<file path="src/rtl/clock_pkg.sv">
// Shared constants and the hour-stage FSM state type for the clock datapath.
// Latency: n/a (declarations only).
// Backpressure: n/a.
package clock_pkg;

  localparam int HOUR_W = 5;
  localparam int MIN_W  = 7;

  localparam logic [HOUR_W-1:0] HOUR_MAX = 5'd23;
  localparam logic [MIN_W-1:0]  MIN_MAX  = 7'd59;

  // Hour-stage control: counting, applying a set request, waiting for the
  // requester to drop set_req before accepting another one.
  typedef enum logic [1:0] {
    RUN       = 2'd0,
    LOAD      = 2'd1,
    WAIT_DROP = 2'd2
  } hour_state_e;

endpackage

</file>
<file path="src/rtl/hour_fmt.sv">
// 12/24-hour display decode of the registered hour value.
// Latency: purely combinational, zero cycles.
// Backpressure: none; output follows the inputs.
module hour_fmt
  import clock_pkg::*;
(
  input  logic [HOUR_W-1:0] hour_w,
  input  logic              mode_12h,
  output logic [HOUR_W-1:0] hour_disp,
  output logic              pm
);

  // Midnight and noon both show 12; afternoon hours fold down by 12.
  always_comb begin
    hour_disp = hour_w;
    pm        = (hour_w >= 5'd12);
    if (mode_12h) begin
      if (hour_w == 5'd0) begin
        hour_disp = 5'd12;
      end else if (hour_w > 5'd12) begin
        hour_disp = hour_w - 5'd12;
      end
    end
  end

endmodule

</file>
<file path="src/rtl/hour_counter.sv">
// Hour stage of the clock: counts minute rollovers, wraps 23->0, accepts time-set requests.
// Latency: hour_w/day_carry update on the carry edge; set_ack/set_err appear 2 edges after set_req is sampled.
// Backpressure: set_req is a held level; one ack/err per request, next accepted only after set_req drops.
module hour_counter
  import clock_pkg::*;
(
  input  logic              minute_clk,
  input  logic              rst,
  input  logic              en,
  input  logic              min_carry,
  input  logic              mode_12h,
  input  logic              set_req,
  input  logic [HOUR_W-1:0] set_hour,
  output logic [HOUR_W-1:0] hour_w,
  output logic [HOUR_W-1:0] hour_disp,
  output logic              pm,
  output logic              day_carry,
  output logic              set_ack,
  output logic              set_err
);

  hour_state_e       state_q, state_d;
  logic [HOUR_W-1:0] hour_q, hour_d;
  logic              day_carry_q, day_carry_d;
  logic              set_ack_q, set_ack_d;
  logic              set_err_q, set_err_d;

  // Next-state and next-output computation; pulses default low every cycle.
  always_comb begin
    state_d     = state_q;
    hour_d      = hour_q;
    day_carry_d = 1'b0;
    set_ack_d   = 1'b0;
    set_err_d   = 1'b0;

    if (!en) begin
      // Disabled: hold the hour and abandon any set in flight.
      state_d = RUN;
    end else begin
      case (state_q)
        RUN: begin
          if (set_req) begin
            // A set request takes priority over a coincident carry.
            state_d = LOAD;
          end else if (min_carry) begin
            if (hour_q == HOUR_MAX) begin
              hour_d      = '0;
              day_carry_d = 1'b1;
            end else begin
              hour_d = hour_q + 5'd1;
            end
          end
        end
        LOAD: begin
          if (set_hour > HOUR_MAX) begin
            set_err_d = 1'b1;
          end else begin
            hour_d    = set_hour;
            set_ack_d = 1'b1;
          end
          state_d = WAIT_DROP;
        end
        WAIT_DROP: begin
          if (!set_req) begin
            state_d = RUN;
          end
        end
        default: begin
          state_d = RUN;
        end
      endcase
    end
  end

  // State and registered outputs; asynchronous reset returns to RUN at hour 0.
  always_ff @(posedge minute_clk or posedge rst) begin
    if (rst) begin
      state_q     <= RUN;
      hour_q      <= '0;
      day_carry_q <= 1'b0;
      set_ack_q   <= 1'b0;
      set_err_q   <= 1'b0;
    end else begin
      state_q     <= state_d;
      hour_q      <= hour_d;
      day_carry_q <= day_carry_d;
      set_ack_q   <= set_ack_d;
      set_err_q   <= set_err_d;
    end
  end

  assign hour_w    = hour_q;
  assign day_carry = day_carry_q;
  assign set_ack   = set_ack_q;
  assign set_err   = set_err_q;

  hour_fmt u_hour_fmt (
    .hour_w    (hour_q),
    .mode_12h  (mode_12h),
    .hour_disp (hour_disp),
    .pm        (pm)
  );

endmodule

</file>
<file path="config.mk">
export PLATFORM = sky130hd
export DESIGN_NAME = hour_counter
export DESIGN_NICKNAME = d
export VERILOG_FILES = /design/src/rtl/clock_pkg.sv /design/src/rtl/hour_fmt.sv /design/src/rtl/hour_counter.sv
export SDC_FILE = /design/constraint.sdc
export NUM_CORES = 1
export LEC_CHECK = 0
export ABC_AREA = 1
export ABC_CLOCK_PERIOD_IN_PS = 3400
export CELL_PAD_IN_SITES_DETAIL_PLACEMENT = 1
export CELL_PAD_IN_SITES_GLOBAL_PLACEMENT = 1
export CORE_UTILIZATION = 32
export CTS_CLUSTER_DIAMETER = 100
export DETAILED_ROUTE_END_ITERATION = 12
export PLACE_DENSITY_LB_ADDON = 0.1
export SLEW_MARGIN = 20
export SYNTH_ARGS = -nofsm -noshare
export SYNTH_HDL_FRONTEND = slang
export SYNTH_SLANG_ARGS = --single-unit
export TNS_END_PERCENT = 100
</file>
<file path="constraint.sdc">
create_clock -name minute_clk -period 3.4 [get_ports minute_clk]
set_clock_uncertainty 0.05 [all_clocks]
set_input_delay 0.68 -clock minute_clk [delete_from_list [all_inputs] [get_ports minute_clk]]
set_output_delay 0.68 -clock minute_clk [all_outputs]
set_load 0.005 [all_outputs]
</file>
==> results_dict.tcl, run 1 <==
set metrics [dict create \
    utilization 0.501 \
    yosys.area.top_type_share 0.366 \
    cp-start-kind "primary input" \
    core_um2 1980 \
    synthCells 97 \
    via_per_inst 4.94 \
    yosysUniqueCellTypes 16 \
    synth-edff-count 0 \
    worstSkewPairLatency_ns 0.28 \
    overflow 0 \
    ctsHtreeMaxLevel 1 \
    power.total_mw 0.727 \
    drt-initial-drc-count 6 \
    cts_buffer_depth 2 \
    routed_wl_um 1860 \
    critPathTopFamily "buffers and inverters" \
    ir_drop_mv 0.417 \
    antenna_found_initial 0 \
    cts_tree "built" \
    cts_hold_buf 0 \
    area_delta_synth_final_pct 45.4 \
    rr_endpoint "hour_w[4]" \
    reg2reg_setup_slack_ns 1.94 \
    cp_cell_sequence "clkdlybuf4s50_1, inv_1, nor2_1, inv_1, nand3_1, clkdlybuf4s50_1" \
    synth_area_um2 683 \
    cts_buffers 3 \
    holdPathStages 1 \
    r2r_cells 7 \
    grt_pass1_wl_um 2940 \
    leakagePower_nw 0.486 \
    worstPathBufferInverterCount 4 \
    whs_ns 0.470 \
    regArea_um2 250 \
    status "complete, no violations" \
    start_util 0.345 \
    synth_nets 113 \
    ios 25 \
    nNetsFinal 142 \
    dp.cells 148 \
    post-route-period-util 0.880 \
    synth.most_common_cell "nand2_1" \
    place_congestion 0.750 \
    drc_errors 0 \
    hp-start "state_q[0]" \
    synth_largest_area_cell "dfrtp_1" \
    critPathMaxStageDelay_ns 0.57 \
    cp.required_ns 2.67 \
    yosysSeqAreaShare 0.366 \
    rows 16 \
    setup_tns_ns 0 \
    hold_viol_final 0 \
    fill_cells 258 \
    cp_slowest_cell "clkdlybuf4s50_1" \
    synth-async-reset-ratio 1.00 \
    synth_ff_type "dfrtp_1" \
    reg2reg_from "hour_w[3]" \
    io_buffers 24 \
    min_to "state_q[1]" \
    cts.reportedPaths.clkPinSlew_ns 0.07 \
    maxCapViolations 0 \
    die_h_um 48.2 \
    path_class "primary input to output pin" \
    pwr_density_cell_nw_per_um2 732 \
    fin_cells 152 \
    fin_area_um2 993 \
    tightest_slew_ns 0.402 \
    drtPass1Iterations 4 \
    clock-sinks 10 \
    avgSynthCellArea_um2 7.04 \
    yosys_warnings 0 \
    num_vias 751 \
    antenna_left 0 \
    endpoint_kind "output pin" \
    dp_hpwl_um 1530 \
    wl_per_cell_um 12.3 \
    crit_fanout 5 \
    cts_root_buf "clkbuf_4" \
    fin_crit_ns 2.99 \
    setup_ws_ns 0.409 \
    cts_resized 0 \
    netlist_top_cells_area "dfrtp_1 (37%), nand2_1 (16%), ha_1 (9.2%), nand3_1 (6.6%), inv_1 (6.6%)" \
    rsz0062_at_grt "no" \
    cts_setup_buffers 0 \
    multi_input_comb_area_um2 380 \
    grt_max_degree 11 \
    report.final.setup_viol 0 \
    grt_pass1_vias 682 \
    slew_violations 0 \
    fmax_ghz 0.334 \
    antenna_cells 0 \
    groute.usage.overall 0.186 \
    dieArea_um2 2320 \
    place_worst_setup_slack_ns 0.410 \
    hp-class "register to register" \
    placed_area_um2 957 \
    maxSlewHeadroom 0.732 \
    cp.arrival_ns 2.26 \
    synth_seq_cells 10 \
    layout-drive-gt1-share 0.0720 \
    synth_common_cells "nand2_1 (30), inv_1 (12), nor2_1 (12)" \
    die_w_um 48.2 \
]
==> state kept, by name, indices dropped and copies added, names as in the netlist <==
signal     count
set_err        1
day_carry      1
hour_w         5
set_ack        1
state_q        2
==> power breakdown <==
group	internal, mW	total [mW]	leakage [nW]	switching [mW]
registers	0.147	0.197	0.130	0.0500
clock network	0.0652	0.115	0.0210	0.0502
logic	0.222	0.415	0.335	0.193
total	0.434	0.727	0.486	0.293
==> placed cells by master (no fill, tap or decap) <==
cell type,count
xnor2_1,1
inv_2,2
o21ai_4,1
nand3_2,1
o31ai_1,1
ha_1,5
nand2_2,1
dfrtp_1,10
nand3_1,9
clkbuf_8,1
nor2_1,12
inv_1,12
clkdlybuf4s50_1,24
a21oi_1,1
and3_1,1
o21ai_0,6
clkbuf_4,3
nand2_1,30
nand4_1,4
==> worst max path at each step <==
stage                          from      endpoint  slack, ns  cells after the start
after global placement     mode_12h  hour_disp[3]       0.50                      6
after global routing       mode_12h  hour_disp[4]       0.30                      7
after CTS                  mode_12h  hour_disp[3]       0.40                      6
after detailed placement   mode_12h  hour_disp[3]       0.41                      6
final                      mode_12h  hour_disp[3]       0.41                      6
after floorplan           hour_w[2]  hour_disp[4]       1.50                      7
==> final cells by class <==
cell class	count	area share
inverter	14	0.0529
multi-input combinational	73	0.383
tap	27	0.0340
sequential	10	0.252
clock buffer	4	0.0365
timing repair buffer	24	0.242
==> worst reg2reg max path: stages (launching register included) <==
cell     delay [ns]
dfrtp_1        0.44
inv_1          0.15
ha_1           0.21
nand3_1        0.10
nand2_1        0.11
o21ai_0        0.21
nand2_1        0.07
nand2_1        0.06
==> metal layers <==
layer | wire, um | track usage
met1 | 794 | 0.241
met2 | 945 | 0.299
met3 | 75 | 0.0222
met4 | 47 | 0.100
met5 | 0 | 0
==> logic make-up (layout without fill, tap and decap cells) <==
| group | Yosys count | count (layout) | synth area share |
|---|---|---|---|
| simple gates | 58 | 58 | 0.366 |
| buf+inv | 14 | 42 | 0.0769 |
| flops | 10 | 10 | 0.366 |
| compound gates | 9 | 9 | 0.0861 |
| fa+ha+maj | 5 | 5 | 0.0916 |
| xor+xnor | 1 | 1 | 0.0128 |
No activity file was read; power rests on OpenSTA's default activity.
==> run 2, diff against run 1 <==
--- a/config.mk
+++ b/config.mk
@@ -9,10 +9,12 @@
 export ABC_CLOCK_PERIOD_IN_PS = 3400
 export CELL_PAD_IN_SITES_DETAIL_PLACEMENT = 1
 export CELL_PAD_IN_SITES_GLOBAL_PLACEMENT = 1
+export CORE_MARGIN = 5
 export CORE_UTILIZATION = 32
 export CTS_CLUSTER_DIAMETER = 100
 export DETAILED_ROUTE_END_ITERATION = 12
 export PLACE_DENSITY_LB_ADDON = 0.1
+export SKIP_CTS_REPAIR_TIMING = 1
 export SLEW_MARGIN = 20
 export SYNTH_ARGS = -nofsm -noshare
 export SYNTH_HDL_FRONTEND = slang
==> run 2 against run 1 <==
  * Worst hold slack got worse by 0.0020 ns
  * Largest power group unchanged
  * Utilization fell by 0.50 points
  * Sequential cell count unchanged
  * Die area up 36%
  * Setup slack gained 0.049 ns
  * Routed wire length decreased by 1.6%
  * Global-route usage shrank 6.5 points
  * Sequential power hardly changed
  * Clock power decreased by 7%
  * Register-to-register slack worse by 0.02 ns
  * Clock-buffer cell count is the same
==> results_dict.tcl, run 2 (synthesis gave the netlist of run 1 again) <==
set metrics [dict create \
    dp_hpwl_um 1550 \
    ctsHtreeMaxLevel 1 \
    setup_ws_ns 0.458 \
    antenna_cells 0 \
    largest_reg_flops 5 \
    endpoint_kind "output pin" \
    overflow 0 \
    ios 25 \
    place_congestion 0.768 \
    path_class "primary input to output pin" \
    cp.required_ns 2.67 \
    slew_violations 0 \
    groute.usage.overall 0.120 \
    cp_slowest_cell "clkdlybuf4s50_1" \
    cts_buffer_depth 2 \
    io_buffers 24 \
    grt_max_degree 11 \
    grt_pass1_vias 717 \
    power.total_mw 0.715 \
    hold_viol_final 0 \
    start_util 0.341 \
    critPathTopFamily "buffers and inverters" \
    cts_root_buf "clkbuf_4" \
    drt-initial-drc-count 9 \
    cts_buffers 3 \
    routed_wl_um 1830 \
    core_um2 2000 \
    status "complete, no violations" \
    die_h_um 56.2 \
    dp.cells 148 \
    post-route-period-util 0.865 \
    via_per_inst 4.66 \
    maxCapViolations 0 \
    cp_common_cell "clkdlybuf4s50_1" \
    fmax_ghz 0.340 \
    fin_area_um2 993 \
    worstSkewPairLatency_ns 0.26 \
    cp_cell_sequence "clkdlybuf4s50_1, inv_1, o21ai_0, nand3_1, a21oi_1, clkdlybuf4s50_1" \
    setup_tns_ns 0 \
    num_vias 709 \
    wl_per_cell_um 12.1 \
    maxSlewHeadroom 0.739 \
    cts_tree "built" \
    area_delta_synth_final_pct 45.4 \
    drc_errors 0 \
    rows 16 \
    regArea_um2 250 \
    nNetsFinal 142 \
    clock-sinks 10 \
    worstPathBufferInverterCount 3 \
    cts.reportedPaths.clkPinSlew_ns 0.07 \
    fill_cells 262 \
    tightest_slew_ns 0.392 \
    pwr_density_cell_nw_per_um2 720 \
    fin_cells 152 \
    rsz0062_at_grt "no" \
    antenna_found_initial 0 \
    die_w_um 56.2 \
    placed_area_um2 957 \
    antenna_left 0 \
    drtPass1Iterations 4 \
    dieArea_um2 3160 \
    layout-drive-gt1-share 0.0720 \
    crit_fanout 5 \
    multi_input_comb_area_um2 380 \
    report.final.setup_viol 0 \
    critPathMaxStageDelay_ns 0.56 \
    most-common-layout-cells "nand2_1 (30), clkdlybuf4s50_1 (24), inv_1 (12), nor2_1 (12), dfrtp_1 (10)" \
    cp-start-kind "primary input" \
    ir_drop_mv 0.321 \
    fin_crit_ns 2.94 \
    grt_pass1_wl_um 3070 \
    place_worst_setup_slack_ns 0.437 \
    cp.arrival_ns 2.21 \
    leakagePower_nw 0.486 \
    final_common_cell "nand2_1" \
    hp-class "register to register" \
]
## run 2: power breakdown
| part | internal (mW) | switching [mW] | total, mW |
|---|---|---|---|
| clock network | 0.0649 | 0.0420 | 0.107 |
| registers | 0.147 | 0.0506 | 0.198 |
| logic | 0.222 | 0.189 | 0.411 |
| total | 0.434 | 0.281 | 0.715 |
## run 2: stage by stage
stage | hold WS, ns | utilization
3_5_place_dp | 0.464 | 0.478
6_report | 0.468 | 0.496
2_1_floorplan | 0.424 | -
5_1_grt | 0.501 | 0.496
3_3_place_gp | 0.448 | 0.478
4_1_cts | 0.478 | 0.496
## run 2: layer usage
layer	global-route usage	wire length (um)	vias up	part of all wire
met2	0.209	840	16	0.46
met3	0.0302	85	2	0.046
li1	-	-	368	-
met5	0	0	-	0
met4	0.0305	13	0	0.0071
met1	0.147	895	323	0.49
## run 2: worst paths after layout
path | startpoint | to | slack (ns) | cells after the start
hold / removal | state_q[0] | state_q[1] | 0.47 | 1
max in group asynchronous | rst | hour_w[4] | 2.38 | 2
hold reg to reg | state_q[0] | state_q[1] | 0.47 | 1
setup / recovery | mode_12h | hour_disp[4] | 0.46 | 6
setup reg to reg | hour_w[3] | hour_w[2] | 1.92 | 7
min in group asynchronous | rst | hour_w[3] | 0.65 | 2
## run 2: cell type report
type,count,area share
Tap cell,27,0.0340
Timing Repair Buffer,24,0.242
Inverter,14,0.0529
Sequential cell,10,0.252
Clock buffer,4,0.0365
Multi-Input combinational cell,73,0.383
## run 2: worst reg2reg max path, delay by kind of cell, from the launching register on
| family | cells | cell delay [ns] |
|---|---|---|
| compound gates | 1 | 0.12 |
| fa+ha+maj | 1 | 0.18 |
| buf+inv | 1 | 0.19 |
| simple gates | 4 | 0.39 |
| flops | 1 | 0.44 |
